**config.mk**
```make
export PLATFORM = sky130hd
export DESIGN_NAME = idecode
export DESIGN_NICKNAME = d
export VERILOG_FILES = /design/src/rtl/riscv_pkg.sv /design/src/rtl/regfile.sv /design/src/rtl/idecode.sv
export SDC_FILE = /design/constraint.sdc
export NUM_CORES = 2
export LEC_CHECK = 0
export CAP_MARGIN = 20
export CORE_ASPECT_RATIO = 1.25
export CORE_MARGIN = 2
export CORE_UTILIZATION = 25
export CTS_CLUSTER_SIZE = 25
export DETAILED_ROUTE_END_ITERATION = 8
export SLEW_MARGIN = 20
export SYNTH_ARGS = -nofsm -noshare
export SYNTH_HDL_FRONTEND = slang
export SYNTH_SLANG_ARGS = --single-unit
```
**constraint.sdc**
```tcl
create_clock -name clk -period 3.5 [get_ports clk]
set_clock_uncertainty 0.05 [all_clocks]
set_input_delay 0.525 -clock clk [delete_from_list [all_inputs] [get_ports clk]]
set_output_delay 0.525 -clock clk [all_outputs]
set_load 0.005 [all_outputs]
```
**src/rtl/riscv_pkg.sv**
```systemverilog
// Shared decode types for the RV32I decode stage: opcodes, control enums,
// the packed control bundle and the immediate extender.
package riscv_pkg;

   localparam logic [6:0] OP_LOAD   = 7'b0000011;
   localparam logic [6:0] OP_STORE  = 7'b0100011;
   localparam logic [6:0] OP_RTYPE  = 7'b0110011;
   localparam logic [6:0] OP_IALU   = 7'b0010011;
   localparam logic [6:0] OP_BRANCH = 7'b1100011;
   localparam logic [6:0] OP_JAL    = 7'b1101111;

   typedef enum logic [2:0] {
      ALU_ADD = 3'b000,
      ALU_SUB = 3'b001,
      ALU_AND = 3'b010,
      ALU_OR  = 3'b011,
      ALU_SLT = 3'b101
   } alu_ctrl_t;

   typedef enum logic [1:0] {
      IMM_I = 2'b00,
      IMM_S = 2'b01,
      IMM_B = 2'b10,
      IMM_J = 2'b11
   } imm_src_t;

   typedef enum logic [1:0] {
      RES_ALU = 2'b00,
      RES_MEM = 2'b01,
      RES_PC4 = 2'b10
   } result_src_t;

   typedef struct packed {
      logic        reg_write;
      result_src_t result_src;
      logic        mem_write;
      logic        jump;
      logic        branch;
      alu_ctrl_t   alu_ctrl;
      logic        alu_src;
      logic        illegal;
   } ctrl_t;

   localparam ctrl_t CTRL_BUBBLE = ctrl_t'('0);

   function automatic logic [31:0] imm_extend(input logic [31:0] instr,
                                              input imm_src_t  src);
      logic [31:0] v_imm;
      v_imm = '0;
      case (src)
         IMM_I:   v_imm = {{20{instr[31]}}, instr[31:20]};
         IMM_S:   v_imm = {{20{instr[31]}}, instr[31:25], instr[11:7]};
         IMM_B:   v_imm = {{19{instr[31]}}, instr[31], instr[7],
                           instr[30:25], instr[11:8], 1'b0};
         default: v_imm = {{11{instr[31]}}, instr[31], instr[19:12],
                           instr[20], instr[30:21], 1'b0};
      endcase
      return v_imm;
   endfunction

endpackage

```
**src/rtl/regfile.sv**
```systemverilog
// 32x32 register file, two combinational read ports and one write port.
// x0 reads as zero; a same-cycle valid write is forwarded to the readers.
module regfile #(
   parameter int XLEN = 32
) (
   input  logic            clk,
   input  logic            reset,
   input  logic [4:0]      i_rs1,
   input  logic [4:0]      i_rs2,
   input  logic            i_we,
   input  logic [4:0]      i_rd,
   input  logic [XLEN-1:0] i_wd,
   output logic [XLEN-1:0] o_rd1,
   output logic [XLEN-1:0] o_rd2
);

   logic [XLEN-1:0] w_rf [32];
   logic            w_wr_valid;

   assign w_wr_valid = i_we && (i_rd != 5'd0);

   generate
      for (genvar gi = 0; gi < 32; gi++) begin : g_rf
         if (gi == 0) begin : g_zero
            assign w_rf[gi] = '0;
         end else begin : g_reg
            logic [XLEN-1:0] r_q;
            always_ff @(posedge clk or negedge reset) begin
               if (!reset) begin
                  r_q <= '0;
               end else if (w_wr_valid && (i_rd == 5'(gi))) begin
                  r_q <= i_wd;
               end
            end
            assign w_rf[gi] = r_q;
         end
      end
   endgenerate

   // Bypass lets decode see the value write-back is committing this edge.
   assign o_rd1 = (i_rs1 == 5'd0)                 ? '0   :
                  (w_wr_valid && (i_rd == i_rs1)) ? i_wd : w_rf[i_rs1];
   assign o_rd2 = (i_rs2 == 5'd0)                 ? '0   :
                  (w_wr_valid && (i_rd == i_rs2)) ? i_wd : w_rf[i_rs2];

endmodule

```
**src/rtl/idecode.sv**
```systemverilog
// RV32I decode stage: main/ALU decoder, immediate extension, register file
// read and the ID/EX pipeline register feeding execute.
module idecode
   import riscv_pkg::*;
#(
   parameter int XLEN = 32
) (
   input  logic            clk,
   input  logic            reset,
   input  logic [31:0]     InstrD,
   input  logic [XLEN-1:0] PCD,
   input  logic [XLEN-1:0] PCPlus4D,
   input  logic            FlushE,
   input  logic            RegWriteW,
   input  logic [4:0]      RdW,
   input  logic [XLEN-1:0] ResultW,
   output logic [4:0]      Rs1D,
   output logic [4:0]      Rs2D,
   output logic            RegWriteE,
   output logic            MemWriteE,
   output logic            JumpE,
   output logic            BranchE,
   output logic            ALUSrcE,
   output logic            IllegalE,
   output logic [1:0]      ResultSrcE,
   output logic [2:0]      ALUControlE,
   output logic [XLEN-1:0] RD1E,
   output logic [XLEN-1:0] RD2E,
   output logic [XLEN-1:0] ImmExtE,
   output logic [XLEN-1:0] PCE,
   output logic [XLEN-1:0] PCPlus4E,
   output logic [4:0]      Rs1E,
   output logic [4:0]      Rs2E,
   output logic [4:0]      RdE
);

   logic [6:0]      w_op;
   logic [2:0]      w_funct3;
   logic            w_funct7b5;
   logic [4:0]      w_rd;
   ctrl_t           w_ctrl;
   imm_src_t        w_imm_src;
   logic [1:0]      w_alu_op;
   logic [XLEN-1:0] w_imm_ext;
   logic [XLEN-1:0] w_rd1;
   logic [XLEN-1:0] w_rd2;

   ctrl_t           r_ctrl;
   logic [XLEN-1:0] r_rd1;
   logic [XLEN-1:0] r_rd2;
   logic [XLEN-1:0] r_imm;
   logic [XLEN-1:0] r_pc;
   logic [XLEN-1:0] r_pc4;
   logic [4:0]      r_rs1;
   logic [4:0]      r_rs2;
   logic [4:0]      r_rd;

   assign w_op       = InstrD[6:0];
   assign w_rd       = InstrD[11:7];
   assign w_funct3   = InstrD[14:12];
   assign w_funct7b5 = InstrD[30];
   assign Rs1D       = InstrD[19:15];
   assign Rs2D       = InstrD[24:20];

   always_comb begin
      w_ctrl    = CTRL_BUBBLE;
      w_imm_src = IMM_I;
      w_alu_op  = 2'b00;
      case (w_op)
         OP_LOAD: begin
            w_ctrl.reg_write  = 1'b1;
            w_ctrl.alu_src    = 1'b1;
            w_ctrl.result_src = RES_MEM;
         end
         OP_STORE: begin
            w_ctrl.mem_write = 1'b1;
            w_ctrl.alu_src   = 1'b1;
            w_imm_src        = IMM_S;
         end
         OP_RTYPE: begin
            w_ctrl.reg_write = 1'b1;
            w_alu_op         = 2'b10;
         end
         OP_IALU: begin
            w_ctrl.reg_write = 1'b1;
            w_ctrl.alu_src   = 1'b1;
            w_alu_op         = 2'b10;
         end
         OP_BRANCH: begin
            w_ctrl.branch = 1'b1;
            w_imm_src     = IMM_B;
            w_alu_op      = 2'b01;
         end
         OP_JAL: begin
            w_ctrl.reg_write  = 1'b1;
            w_ctrl.jump       = 1'b1;
            w_ctrl.result_src = RES_PC4;
            w_imm_src         = IMM_J;
         end
         default: w_ctrl.illegal = 1'b1;
      endcase

      // I-ALU has op[5]=0, so an immediate with bit 30 set never selects sub.
      case (w_alu_op)
         2'b01: w_ctrl.alu_ctrl = ALU_SUB;
         2'b10: begin
            case (w_funct3)
               3'b000: w_ctrl.alu_ctrl = ({w_op[5], w_funct7b5} == 2'b11) ? ALU_SUB : ALU_ADD;
               3'b010: w_ctrl.alu_ctrl = ALU_SLT;
               3'b110: w_ctrl.alu_ctrl = ALU_OR;
               3'b111: w_ctrl.alu_ctrl = ALU_AND;
               default: begin
                  w_ctrl.alu_ctrl = ALU_ADD;
                  w_ctrl.illegal  = 1'b1;
               end
            endcase
         end
         default: w_ctrl.alu_ctrl = ALU_ADD;
      endcase
   end

   assign w_imm_ext = imm_extend(InstrD, w_imm_src);

   regfile #(
      .XLEN (XLEN)
   ) u_regfile (
      .clk   (clk),
      .reset (reset),
      .i_rs1 (Rs1D),
      .i_rs2 (Rs2D),
      .i_we  (RegWriteW),
      .i_rd  (RdW),
      .i_wd  (ResultW),
      .o_rd1 (w_rd1),
      .o_rd2 (w_rd2)
   );

   always_ff @(posedge clk or negedge reset) begin
      if (!reset) begin
         r_ctrl <= CTRL_BUBBLE;
         r_rd1  <= '0;
         r_rd2  <= '0;
         r_imm  <= '0;
         r_pc   <= '0;
         r_pc4  <= '0;
         r_rs1  <= '0;
         r_rs2  <= '0;
         r_rd   <= '0;
      end else if (FlushE) begin
         r_ctrl <= CTRL_BUBBLE;
         r_rd1  <= '0;
         r_rd2  <= '0;
         r_imm  <= '0;
         r_pc   <= '0;
         r_pc4  <= '0;
         r_rs1  <= '0;
         r_rs2  <= '0;
         r_rd   <= '0;
      end else begin
         r_ctrl <= w_ctrl;
         r_rd1  <= w_rd1;
         r_rd2  <= w_rd2;
         r_imm  <= w_imm_ext;
         r_pc   <= PCD;
         r_pc4  <= PCPlus4D;
         r_rs1  <= Rs1D;
         r_rs2  <= Rs2D;
         r_rd   <= w_rd;
      end
   end

   assign RegWriteE   = r_ctrl.reg_write;
   assign MemWriteE   = r_ctrl.mem_write;
   assign JumpE       = r_ctrl.jump;
   assign BranchE     = r_ctrl.branch;
   assign ALUSrcE     = r_ctrl.alu_src;
   assign IllegalE    = r_ctrl.illegal;
   assign ResultSrcE  = r_ctrl.result_src;
   assign ALUControlE = r_ctrl.alu_ctrl;
   assign RD1E        = r_rd1;
   assign RD2E        = r_rd2;
   assign ImmExtE     = r_imm;
   assign PCE         = r_pc;
   assign PCPlus4E    = r_pc4;
   assign Rs1E        = r_rs1;
   assign Rs2E        = r_rs2;
   assign RdE         = r_rd;

endmodule
```
==> key figures <==
Yosys
  – Synth cell count leaders: dfrtp_1 (1166), mux2_2 (1046), mux4_2 (379)
  – Post-synth ARST share: between 90% and 100%
  – Top FF cell, synth: dfrtp_1
  – Synth area leaders: dfrtp_1 (49%), mux2_2 (20%), mux4_2 (14%)
  – Top-area cell type share of the netlist area: between 40 and 50%
  – Mapped Cells: 4221
  – Synth Net Count: 4360
  – Seq cells post-synth: 1166
  – Avg Cell Area, Syn: 14.2 sq um
  – Number of synthesized flops with an enable pin: 0
  – Cell Area, Synth: 59900 sq um
  – Ys Warns: 0
  – Unique cell type count in the Yosys netlist: 75
  – Post-synth top area cell: dfrtp_1
  – Top-count cell post-synth: dfrtp_1
  – Sequential element share of the synthesized area: 48.7%

Worst setup path
  – Worst EP arrival: 2.06 ns
  – Critical Path End Type: output pin
  – CP bufs+invs: 1
  – Crit path largest cell delay: 0.64 ns
  – Crit Reg-Reg Startpoint: u_regfile.g_rf[11].g_reg.r_q[27]$_DFFE_PN0P_
  – Crit-path cells: clkdlybuf4s50_1
  – Worst r2r dst: RD1E[27]$_DFF_PN0_
  – WS Path Type: flip-flop to output pin
  – CP required: a little under 3 ns
  – CP Launch Type: flip-flop
  – Worst Reg-to-Reg Cells: 5
  – R2R Setup Slk: approximately 1.5 ns
  – Crit path max-delay family: flip-flops
  – Slowest cell on the critical path: dfrtp_1
  – Critical Path Fanout Max: 1

Place
  – Worst slack at placement: between 0.1 and 0.15 ns
  – HPWL Detailed: 143 mm
  – Placer Congestion: 0.859
  – Port Buffers: 332
  – Area post-placement: 67700 sq um
  – Cells after DPL: 7482

Clock network
  – Clock tree buffer depth: 3
  – Worst-path clk slew: 0.06 ns
  – CTS tree: yes
  – Clk_lat worst skew: about 0.78 ns
  – Num CTS Buffers: between 100 and 150
  – Clk root buf: clkbuf_16
  – CTS Sinks: 1166
  – H-tree Lvls: 3
  – CTS resizes: 0

Global routing
  – Remaining Overflow, GRT: 0
  – All-Layer GR Usage: 18.1%
  – First-pass GRT wire length: about 320 mm
  – Number of global-route vias before repair: about 42000
  – Largest net degree at the start of global routing: ~120
  – Antenna violations before repair: 20

Finish
  – Utilization after layout: 30.1%
  – Final Cell Area: around 70000 sq um
  – Nets: 4610
  – Area Growth Syn to Fin: 19.4%
  – Post-Layout Cell Count: ~7700
  – Share of layout cells above drive strength 1: a little over two fifths

Route
  – Drt total wl: 225 mm
  – Vias: 40800
  – DRT Pass-1 Iters: 6
  – Number of routed nets with antenna violations: 0
  – Routed wire per std cell: 29.2 um
  – DR vias/cell: 5.30
  – Initial DRC Count: 3508
  – DRC: 0

Power
  – Gate power share: around a fifth
  – Leakage: around 30 nW
  – Sw power: between 10 and 15 mW
  – Int Pwr: 27.7 mW
  – Peak supply drop: about 0.4 mV
  – PwrDens: 538 nW/um^2
  – Switching Share: between 20% and 30%
  – Power, Total: between 30 and 40 mW
  – Seq pwr share: 45.9%
  – Clk pwr share: 34.0%

Die
  – Initial Utilization: about a quarter
  – I/O pin total: 333
  – Die Ht: 551 um
  – Row cnt: 200
  – DIE AREA: 244000 sq um
  – Die extent in x: 442 um
  – Placeable core area: 238000 sq um

STA
  – Period utilization: roughly three quarters
  – Final WS setup: just under 0.9 ns
  – Final hold vios: 0
  – # setup viols final: 0
  – Final hold slack: 0.139 ns
  – Final Max Slew Viols: 0
  – Final TNS setup: 0 ns
  – Max_slew headroom: ~22%
  – FMAX: approximately 380 MHz
  – RSZ-0062 raised after global routing: false
  – Period minus WS final: 2.63 ns
  – Worst-Margin Slew: 1.16 ns

Run status
  – Outcome: finished clean

Min path
  – Hold Path Class: input port to flip-flop
  – Hold endpoint: Rs1E[2]$_DFF_PN0_
  – Min-delay src: FlushE
  – Worst hold stages: 2

Flow run
  – # Max-Cap Violations: 0
==> cell usage in the layout, fill, tap and decap left out, types with 12 or more instances in the layout <==
cell type,instances
nand2b_1,19
mux2_1,17
clkinv_2,18
a22oi_1,51
a221o_1,20
a21oi_1,110
a211oi_1,18
nor2b_1,144
nor2_1,73
nand2_1,100
clkdlybuf4s50_1,300
buf_2,22
a32oi_1,12
clkbuf_8,26
nor2_4,17
mux4_2,379
a2111oi_0,26
o22ai_1,51
nor3_1,32
buf_12,72
mux2_2,1046
nand3_1,36
o221ai_1,20
a221oi_1,50
dfrtp_1,1166
mux2i_1,156
buf_4,172
clkbuf_16,119
clkbuf_1,33
o21ai_0,50
==> power groups by stage <==
stage / logic [mW] / clock network (mW) / registers [mW]
CTS: 7.80 / 13.3 / 17.6
floorplan: 5.41 / 0 / 17.2
global route: 8.26 / 13.8 / 17.9
finish: 7.76 / 13.1 / 17.7
global placement: 7.61 / 0 / 17.7
detailed placement: 7.77 / 0 / 17.8
==> state kept, by name, indices dropped and copies added, names as in the netlist, 3 cells and up <==
register,cells
u_regfile.g_rf.g_reg.r_q,992
PCE,32
PCPlus4E,32
RD1E,32
RD2E,32
ImmExtE,21
RdE,5
Rs1E,5
Rs2E,5
ALUControlE,3
==> kinds of logic (layout without fill, tap and decap cells) <==
kind of cell,after synthesis,after routing,synth area share [%]
DFF,1166,1166,48.7
AOI/OAI and AO/OA,477,477,5.64
other,0,1,0
xor gates and xnor gates,10,10,0.146
buffers and inverters,453,798,4.05
muxes,1602,1602,36.9
and+or+nand+nor,511,511,4.49
adders and majority gates,2,2,0.0418
==> metal layers <==
metal	up-vias	GRT usage, %	part of all wire, %
li1	16500	-	-
met1	21900	21.4	38
met2	1795	30.5	49
met4	18	10.0	6.3
met5	-	0	0.051
met3	557	3.94	7.2
==> area by class of cell <==
class | instances | area (sq um)
sequential | 1166 | 29200
inverter | 10 | 37.5
clock buffer | 178 | 3460
tap | 3131 | 3920
antenna | 1 | 2.50
timing repair buffer | 574 | 5950
fill | 23700 | 166000
clock inverter | 36 | 460
multi-input combinational | 2602 | 28500
==> worst max path at each step <==
| stage | start | slack (ns) | cells past startpoint | endpoint |
|---|---|---|---|---|
| after floorplan | InstrD[15] | 1.20 | 7 | RD1E[10]$_DFF_PN0_ |
| after global placement | RdW[1] | 0.20 | 7 | RD2E[26]$_DFF_PN0_ |
| after detailed placement | RdW[1] | 0.13 | 7 | RD2E[26]$_DFF_PN0_ |
| after CTS | RD1E[17]$_DFF_PN0_ | 0.79 | 1 | RD1E[17] |
| after global routing | RD1E[17]$_DFF_PN0_ | 0.83 | 1 | RD1E[17] |
| final | RD2E[4]$_DFF_PN0_ | 0.87 | 1 | RD2E[4] |
==> timing repair <==
item	CTS	global route
hold buffers	1	0
hold endpoints to repair	262	0
buffers inserted	0	0
Power figures use the tool's default switching activity.
